<file path="src/rtl/uart_tx_arbiter_if.sv">
// Bundle of producer/transmitter-side signals for the two-requester UART TX arbiter.
//
// Handshake semantics (one place, applies to both requesters):
//   reqN is a level "valid": once raised it stays high, with dataN stable, until
//   the arbiter answers with a one-cycle ackN pulse in the cycle the byte is
//   loaded. tx_rdy is the transmitter's "ready": a byte is only loaded when it
//   was high, and tx_write is a one-cycle load strobe with tx_data valid in
//   that cycle (tx_data then holds its value).
interface uart_tx_arbiter_if #(
  parameter int CNTW = 16
);
  logic            req0;
  logic [7:0]      data0;
  logic            req1;
  logic [7:0]      data1;
  logic            tx_rdy;
  logic            ack0;
  logic            ack1;
  logic            tx_write;
  logic [7:0]      tx_data;
  logic            owner;
  logic            busy;
  logic [CNTW-1:0] cnt0;
  logic [CNTW-1:0] cnt1;
  logic [2:0]      dbg_state;

  // Producers and transmitter side
  modport master (
    output req0, data0, req1, data1, tx_rdy,
    input  ack0, ack1, tx_write, tx_data, owner, busy, cnt0, cnt1, dbg_state
  );

  // Arbiter side
  modport slave (
    input  req0, data0, req1, data1, tx_rdy,
    output ack0, ack1, tx_write, tx_data, owner, busy, cnt0, cnt1, dbg_state
  );
endinterface

</file>
<file path="src/rtl/uart_tx_arbiter.sv">
// Round-robin arbiter sharing one UART transmitter between two byte producers.
// Issues a one-cycle load strobe, waits for the transmitter to become ready
// again, then inserts GAP idle cycles before the next grant. Keeps wrapping
// per-requester grant counters for debug readback. All outputs registered.
module uart_tx_arbiter #(
  parameter int GAP  = 2,
  parameter int CNTW = 16
) (
  input logic             clk,
  input logic             reset,
  uart_tx_arbiter_if.slave bus
);

  localparam logic [2:0] S_IDLE     = 3'd0;
  localparam logic [2:0] S_LOAD     = 3'd1;
  localparam logic [2:0] S_HOLD     = 3'd2;
  localparam logic [2:0] S_WAIT_RDY = 3'd3;
  localparam logic [2:0] S_GAP      = 3'd4;

  // Value loaded into the gap counter on entry to S_GAP; unused when GAP is 0.
  localparam logic [3:0] GAP_LOAD = (GAP > 0) ? 4'(GAP - 1) : 4'd0;

  logic [2:0]      state;
  logic [3:0]      gap_cnt;
  logic            ptr;
  logic            win;
  logic            ack0_q;
  logic            ack1_q;
  logic            tx_write_q;
  logic [7:0]      tx_data_q;
  logic            owner_q;
  logic            busy_q;
  logic [CNTW-1:0] cnt0_q;
  logic [CNTW-1:0] cnt1_q;

  // Winner: a lone requester wins; under contention the pointer decides.
  assign win = (bus.req0 && bus.req1) ? ptr : bus.req1;

  // Main sequencer: grant, strobe, wait for transmitter ready, guard gap.
  always_ff @(posedge clk) begin
    if (reset) begin
      state      <= S_IDLE;
      gap_cnt    <= 4'd0;
      ptr        <= 1'b0;
      ack0_q     <= 1'b0;
      ack1_q     <= 1'b0;
      tx_write_q <= 1'b0;
      tx_data_q  <= 8'h00;
      owner_q    <= 1'b0;
      busy_q     <= 1'b0;
      cnt0_q     <= '0;
      cnt1_q     <= '0;
    end else begin
      tx_write_q <= 1'b0;
      ack0_q     <= 1'b0;
      ack1_q     <= 1'b0;
      case (state)
        S_IDLE: begin
          if (bus.tx_rdy && (bus.req0 || bus.req1)) begin
            state      <= S_LOAD;
            busy_q     <= 1'b1;
            tx_write_q <= 1'b1;
            tx_data_q  <= win ? bus.data1 : bus.data0;
            ack0_q     <= ~win;
            ack1_q     <= win;
            owner_q    <= win;
            ptr        <= ~win;
            if (win) cnt1_q <= cnt1_q + CNTW'(1);
            else     cnt0_q <= cnt0_q + CNTW'(1);
          end
        end
        S_LOAD: state <= S_HOLD;
        // The transmitter needs a cycle to drop tx_rdy after a load.
        S_HOLD: state <= S_WAIT_RDY;
        S_WAIT_RDY: begin
          if (bus.tx_rdy) begin
            if (GAP == 0) begin
              state  <= S_IDLE;
              busy_q <= 1'b0;
            end else begin
              state   <= S_GAP;
              gap_cnt <= GAP_LOAD;
            end
          end
        end
        S_GAP: begin
          if (gap_cnt == 4'd0) begin
            state  <= S_IDLE;
            busy_q <= 1'b0;
          end else begin
            gap_cnt <= gap_cnt - 4'd1;
          end
        end
        default: begin
          state  <= S_IDLE;
          busy_q <= 1'b0;
        end
      endcase
    end
  end

  assign bus.ack0      = ack0_q;
  assign bus.ack1      = ack1_q;
  assign bus.tx_write  = tx_write_q;
  assign bus.tx_data   = tx_data_q;
  assign bus.owner     = owner_q;
  assign bus.busy      = busy_q;
  assign bus.cnt0      = cnt0_q;
  assign bus.cnt1      = cnt1_q;
  assign bus.dbg_state = state;

endmodule

</file>
<file path="src/flat_wrapper.sv">
// flat-port wrapper written by rule: the top's interface ports become plain ports
module uart_tx_arbiter_flat 
#(
  parameter int GAP  = 2,
  parameter int CNTW = 16
)
  (clk, reset, bus_req0, bus_data0, bus_req1, bus_data1, bus_tx_rdy, bus_ack0, bus_ack1, bus_tx_write, bus_tx_data, bus_owner, bus_busy, bus_cnt0, bus_cnt1, bus_dbg_state);
  uart_tx_arbiter_if #(.CNTW(CNTW)) bus_i ();
  input logic clk;
  input logic reset;
  input wire logic [$bits(bus_i.req0)-1:0] bus_req0;
  input wire logic [$bits(bus_i.data0)-1:0] bus_data0;
  input wire logic [$bits(bus_i.req1)-1:0] bus_req1;
  input wire logic [$bits(bus_i.data1)-1:0] bus_data1;
  input wire logic [$bits(bus_i.tx_rdy)-1:0] bus_tx_rdy;
  output wire logic [$bits(bus_i.ack0)-1:0] bus_ack0;
  output wire logic [$bits(bus_i.ack1)-1:0] bus_ack1;
  output wire logic [$bits(bus_i.tx_write)-1:0] bus_tx_write;
  output wire logic [$bits(bus_i.tx_data)-1:0] bus_tx_data;
  output wire logic [$bits(bus_i.owner)-1:0] bus_owner;
  output wire logic [$bits(bus_i.busy)-1:0] bus_busy;
  output wire logic [$bits(bus_i.cnt0)-1:0] bus_cnt0;
  output wire logic [$bits(bus_i.cnt1)-1:0] bus_cnt1;
  output wire logic [$bits(bus_i.dbg_state)-1:0] bus_dbg_state;
  assign bus_i.req0 = bus_req0;
  assign bus_i.data0 = bus_data0;
  assign bus_i.req1 = bus_req1;
  assign bus_i.data1 = bus_data1;
  assign bus_i.tx_rdy = bus_tx_rdy;
  assign bus_ack0 = bus_i.ack0;
  assign bus_ack1 = bus_i.ack1;
  assign bus_tx_write = bus_i.tx_write;
  assign bus_tx_data = bus_i.tx_data;
  assign bus_owner = bus_i.owner;
  assign bus_busy = bus_i.busy;
  assign bus_cnt0 = bus_i.cnt0;
  assign bus_cnt1 = bus_i.cnt1;
  assign bus_dbg_state = bus_i.dbg_state;
  uart_tx_arbiter #(.GAP(GAP), .CNTW(CNTW)) u_core (.clk(clk), .reset(reset), .bus(bus_i));
endmodule
</file>
<file path="config.mk">
export PLATFORM = sky130hd
export DESIGN_NAME = uart_tx_arbiter_flat
export DESIGN_NICKNAME = d
export VERILOG_FILES = /design/src/rtl/uart_tx_arbiter_if.sv /design/src/rtl/uart_tx_arbiter.sv /design/src/flat_wrapper.sv
export SDC_FILE = /design/constraint.sdc
export NUM_CORES = 1
export LEC_CHECK = 0
export CORE_AREA = 2 2 79 81
export CTS_CLUSTER_SIZE = 30
export DETAILED_ROUTE_END_ITERATION = 10
export DIE_AREA = 0 0 81 83
export GPL_TIMING_DRIVEN = 0
export PLACE_DENSITY = 0.77
export SLEW_MARGIN = 20
export SYNTH_ARGS = -nofsm -noshare
export SYNTH_HDL_FRONTEND = slang
export SYNTH_SLANG_ARGS = --single-unit
</file>
<file path="constraint.sdc">
create_clock -name clk -period 2.29 [get_ports clk]
set_clock_uncertainty 0.15 [all_clocks]
set_input_delay 0.229 -clock clk [delete_from_list [all_inputs] [get_ports clk]]
set_output_delay 0.229 -clock clk [all_outputs]
set_load 0.03 [all_outputs]
</file>
==> impl_results.md <==
- TritonCTS Buffers: 5
- CP Launch Type: register
- Reg2reg start: u_core.bus.dbg_state[2]$_SDFFE_PP0P_
- PortBufs: 68
- Critical Path AT: 2400 ps
- Initial Utilization: around 43%
- CP Capture Type: register
- Height of the die: ~83 um
- Avg WL per Cell: ~14 um
- Synth warn: 0
- Setup violators final: 1
- Total GRT Usage: between 10% and 20%
- EDFF count, synth: 0
- Critical Path RT: 2350 ps
- Die area: 6720 sq um
- Max Fanout on Critical Path: 6
- N_diodes: 0
- Area growth, synth to finish: 39.5%
- Syn Nets: around 320
- Flops & latches, synth: 53
- CP Capture Point: u_core.bus.cnt0[15]$_SDFFE_PP0P_
- Synthesized instance count: approximately 300
- Share of cells above drive strength 1: 9.55%
- Max cap viols: 0
- Worst-margin pin slew: between 500 and 600 ps
- Final WS setup: -53.3 ps
- Hold path startpoint: u_core.gap_cnt[1]$_SDFFE_PP0P_
- Die W: just over 80 um
- Mean Syn Cell Area: about 8.4 sq um
- DRT antenna net count: 0
- Setup slack at placement: -661 ps
- Peak Freq: roughly 0.43 GHz
- Clk sinks: 53
- Final period util: 102%
- Num ports: slightly below 70
- Hold Path Class: reg -> reg
- Clk slew on worst S/H paths: about 100 ps
- DR iter-0 viols: slightly above 80
- Initial antenna violation count: 0
- Post-layout instance area: between 3000 and 4000 sq um
- CTS tree: yes
- Status: finished with violations
- Reg2Reg Depth: 4
- FP Rows: 28
- Filler Cell Count: 572
- Skew-Pair Late Insertion Delay: 320 ps
- Synthesized area: ~2500 sq um
- Hold path cells: 2
- Final global-route overflow total: 0
- Crit path kind: reg -> reg
- RSZ-0062 raised after global routing: true
- Distinct cell type count after synthesis: 48
- DR vias/cell: approximately 5.5
- Final hold viol count: 0
- Power per Cell Area: approximately 530 nW/um^2
- P_leak: between 1 and 1.5 nW
- Crit path from: u_core.bus.dbg_state[2]$_SDFFE_PP0P_
- CTS Buffer Depth: 2
- Crit path time final: about 2300 ps
- Nets: 400
- Reg2Reg Setup Slack: -50 ps
- RePlAce Congestion: 0.816
- CTS H-tree lvls: 2
- Sequential share of the synthesized area: a little over two fifths
- WHS: 324 ps
- Hold-fix buffers, CTS: 0
- Detailed Routing Iterations Pass 1: 4
- Drt drc: 0
- Synth Flop Type: dfxtp_1
- First-pass GRT wire length: between 10000 and 15000 um
- Via count: between 2000 and 3000
- Final Max Slew Viols: 0
- Clk root buf: clkbuf_8
- WL final: 6510 um
- VDD IR-drop max: between 0.2 and 0.3 mV
- Rel. slew slack: just under 60%
- Fraction of registers with async set/reset: 0%
- Placed Area: 3270 sq um
- Hpwl dp: about 4500 um
- Vias in the first global route: ~2300
- Core Box Area: about 5800 sq um
- Largest net degree at the start of global routing: 18
- Violated checks: setup timing
- Worst R2R End: u_core.bus.cnt0[15]$_SDFFE_PP0P_
## area by class of cell
type                            instances  area [sq um]  area share, %
Timing Repair Buffer                   79           762           22.0
Tap cell                               75          93.8           2.71
Clock inverter                          3          22.5          0.650
Multi-Input combinational cell        213          1350           39.0
Clock buffer                            5          68.8           1.99
Inverter                               11          41.3           1.19
Sequential cell                        53          1070           30.9
Buffer                                 13          53.8           1.55
## power breakdown
group,internal [mW],leakage [nW],switching (mW),total (mW)
combinational,0.145,0.692,0.183,0.328
sequential,0.951,0.432,0.0227,0.974
clock,0.218,0.0481,0.323,0.540
total,1.31,1.17,0.528,1.84
## worst min path at each step
| stage | to | slack [ps] |
|---|---|---|
| after global placement | u_core.gap_cnt[1]$_SDFFE_PP0P_ | 310 |
| after detailed placement | u_core.gap_cnt[1]$_SDFFE_PP0P_ | 310 |
| after floorplan | u_core.bus.tx_data[0]$_SDFFE_PP0P_ | 240 |
| after CTS | u_core.gap_cnt[1]$_SDFFE_PP0P_ | 330 |
| after global routing | u_core.bus.tx_data[6]$_SDFFE_PP0P_ | 350 |
| final | u_core.gap_cnt[1]$_SDFFE_PP0P_ | 320 |
## kinds of logic after synthesis
family,synth area share (%)
flip-flops,42.7
XOR/XNOR,2.47
multiplexers,2.17
adder cells (fa/ha/maj),1.51
buffers and inverters,4.63
AND/OR/NAND/NOR,27.2
AO/OA/AOI/OAI,19.3
## cell usage after synthesis (all sizes together) (5+ instances only)
cell type / number / area share, %
nand4: 9 / 2.3
xnor2: 5 / 1.8
or3: 11 / 2.8
clkbuf: 12 / 1.8
or4: 12 / 3.6
inv: 11 / 1.7
buf: 5 / 1.2
nand2: 20 / 3.0
a311oi: 8 / 2.8
o31ai: 8 / 2.4
dfxtp: 53 / 43
a21oi: 25 / 5.0
nand3: 15 / 3.0
nor2: 31 / 4.7
o21ai: 14 / 2.8
## critical path, cell delays in order (launching register included)
cell and delay, ps:
dfxtp_4 360, or4b_4 590, a2111o_1 340, or4_4 500, mux2_4 310
## sequential cells by signal, indices dropped and copies added, names as in the netlist, 3 cells and up
signal and count:
u_core.gap_cnt 4, u_core.bus.cnt1 16, u_core.bus.dbg_state 3, u_core.bus.cnt0 16, u_core.bus.tx_data 8
## per-layer routing
metal	global-route usage [%]	routed length (um)	part of all wire (%)
met3	4.24	338	5.2
met1	23.8	2960	45
met5	0	0	0
met2	30.2	3110	48
met4	5.24	97	1.5
## layout by cell type, fill, tap and decap left out, drive strengths merged, types with 2 or more instances in the layout
master	netlist	final
and2	2	2
o21a	2	2
buf	5	13
nand2b	4	4
dfxtp	53	53
ha	3	3
o31ai	8	8
nand3	15	15
and4	3	3
or4	12	12
clkdlybuf4s50	0	67
nor2	31	31
mux2	3	3
a21oi	25	25
nor3b	2	2
a2111oi	3	3
mux2i	2	2
clkinv	0	3
o21ai	14	14
nand4	9	9
a311oi	8	8
nand2	20	20
and3	3	3
nor2b	4	4
clkbuf	12	16
xor2	2	2
xnor2	5	5
or3	11	11
a211oi	4	4
nor3	3	3
inv	11	11
## stage by stage
step | util [%] | setup TNS (ps) | cells | total power, mW
floorplan | - | -491 | 294 | 1.17
global placement | 56.2 | -12170 | 437 | 1.29
detailed placement | 56.2 | -13350 | 437 | 1.30
CTS | 58.5 | -1040 | 448 | 1.83
global route | 59.6 | -109 | 452 | 1.92
finish | 59.6 | -53.3 | 452 | 1.84
## timing repair
action,in CTS,in global routing
pin swaps,4,5
buffers inserted,6,5
resized for setup,8,11
cloned,0,0
endpoints found under the setup margin,21,32
No activity file was read; power rests on OpenSTA's default activity.
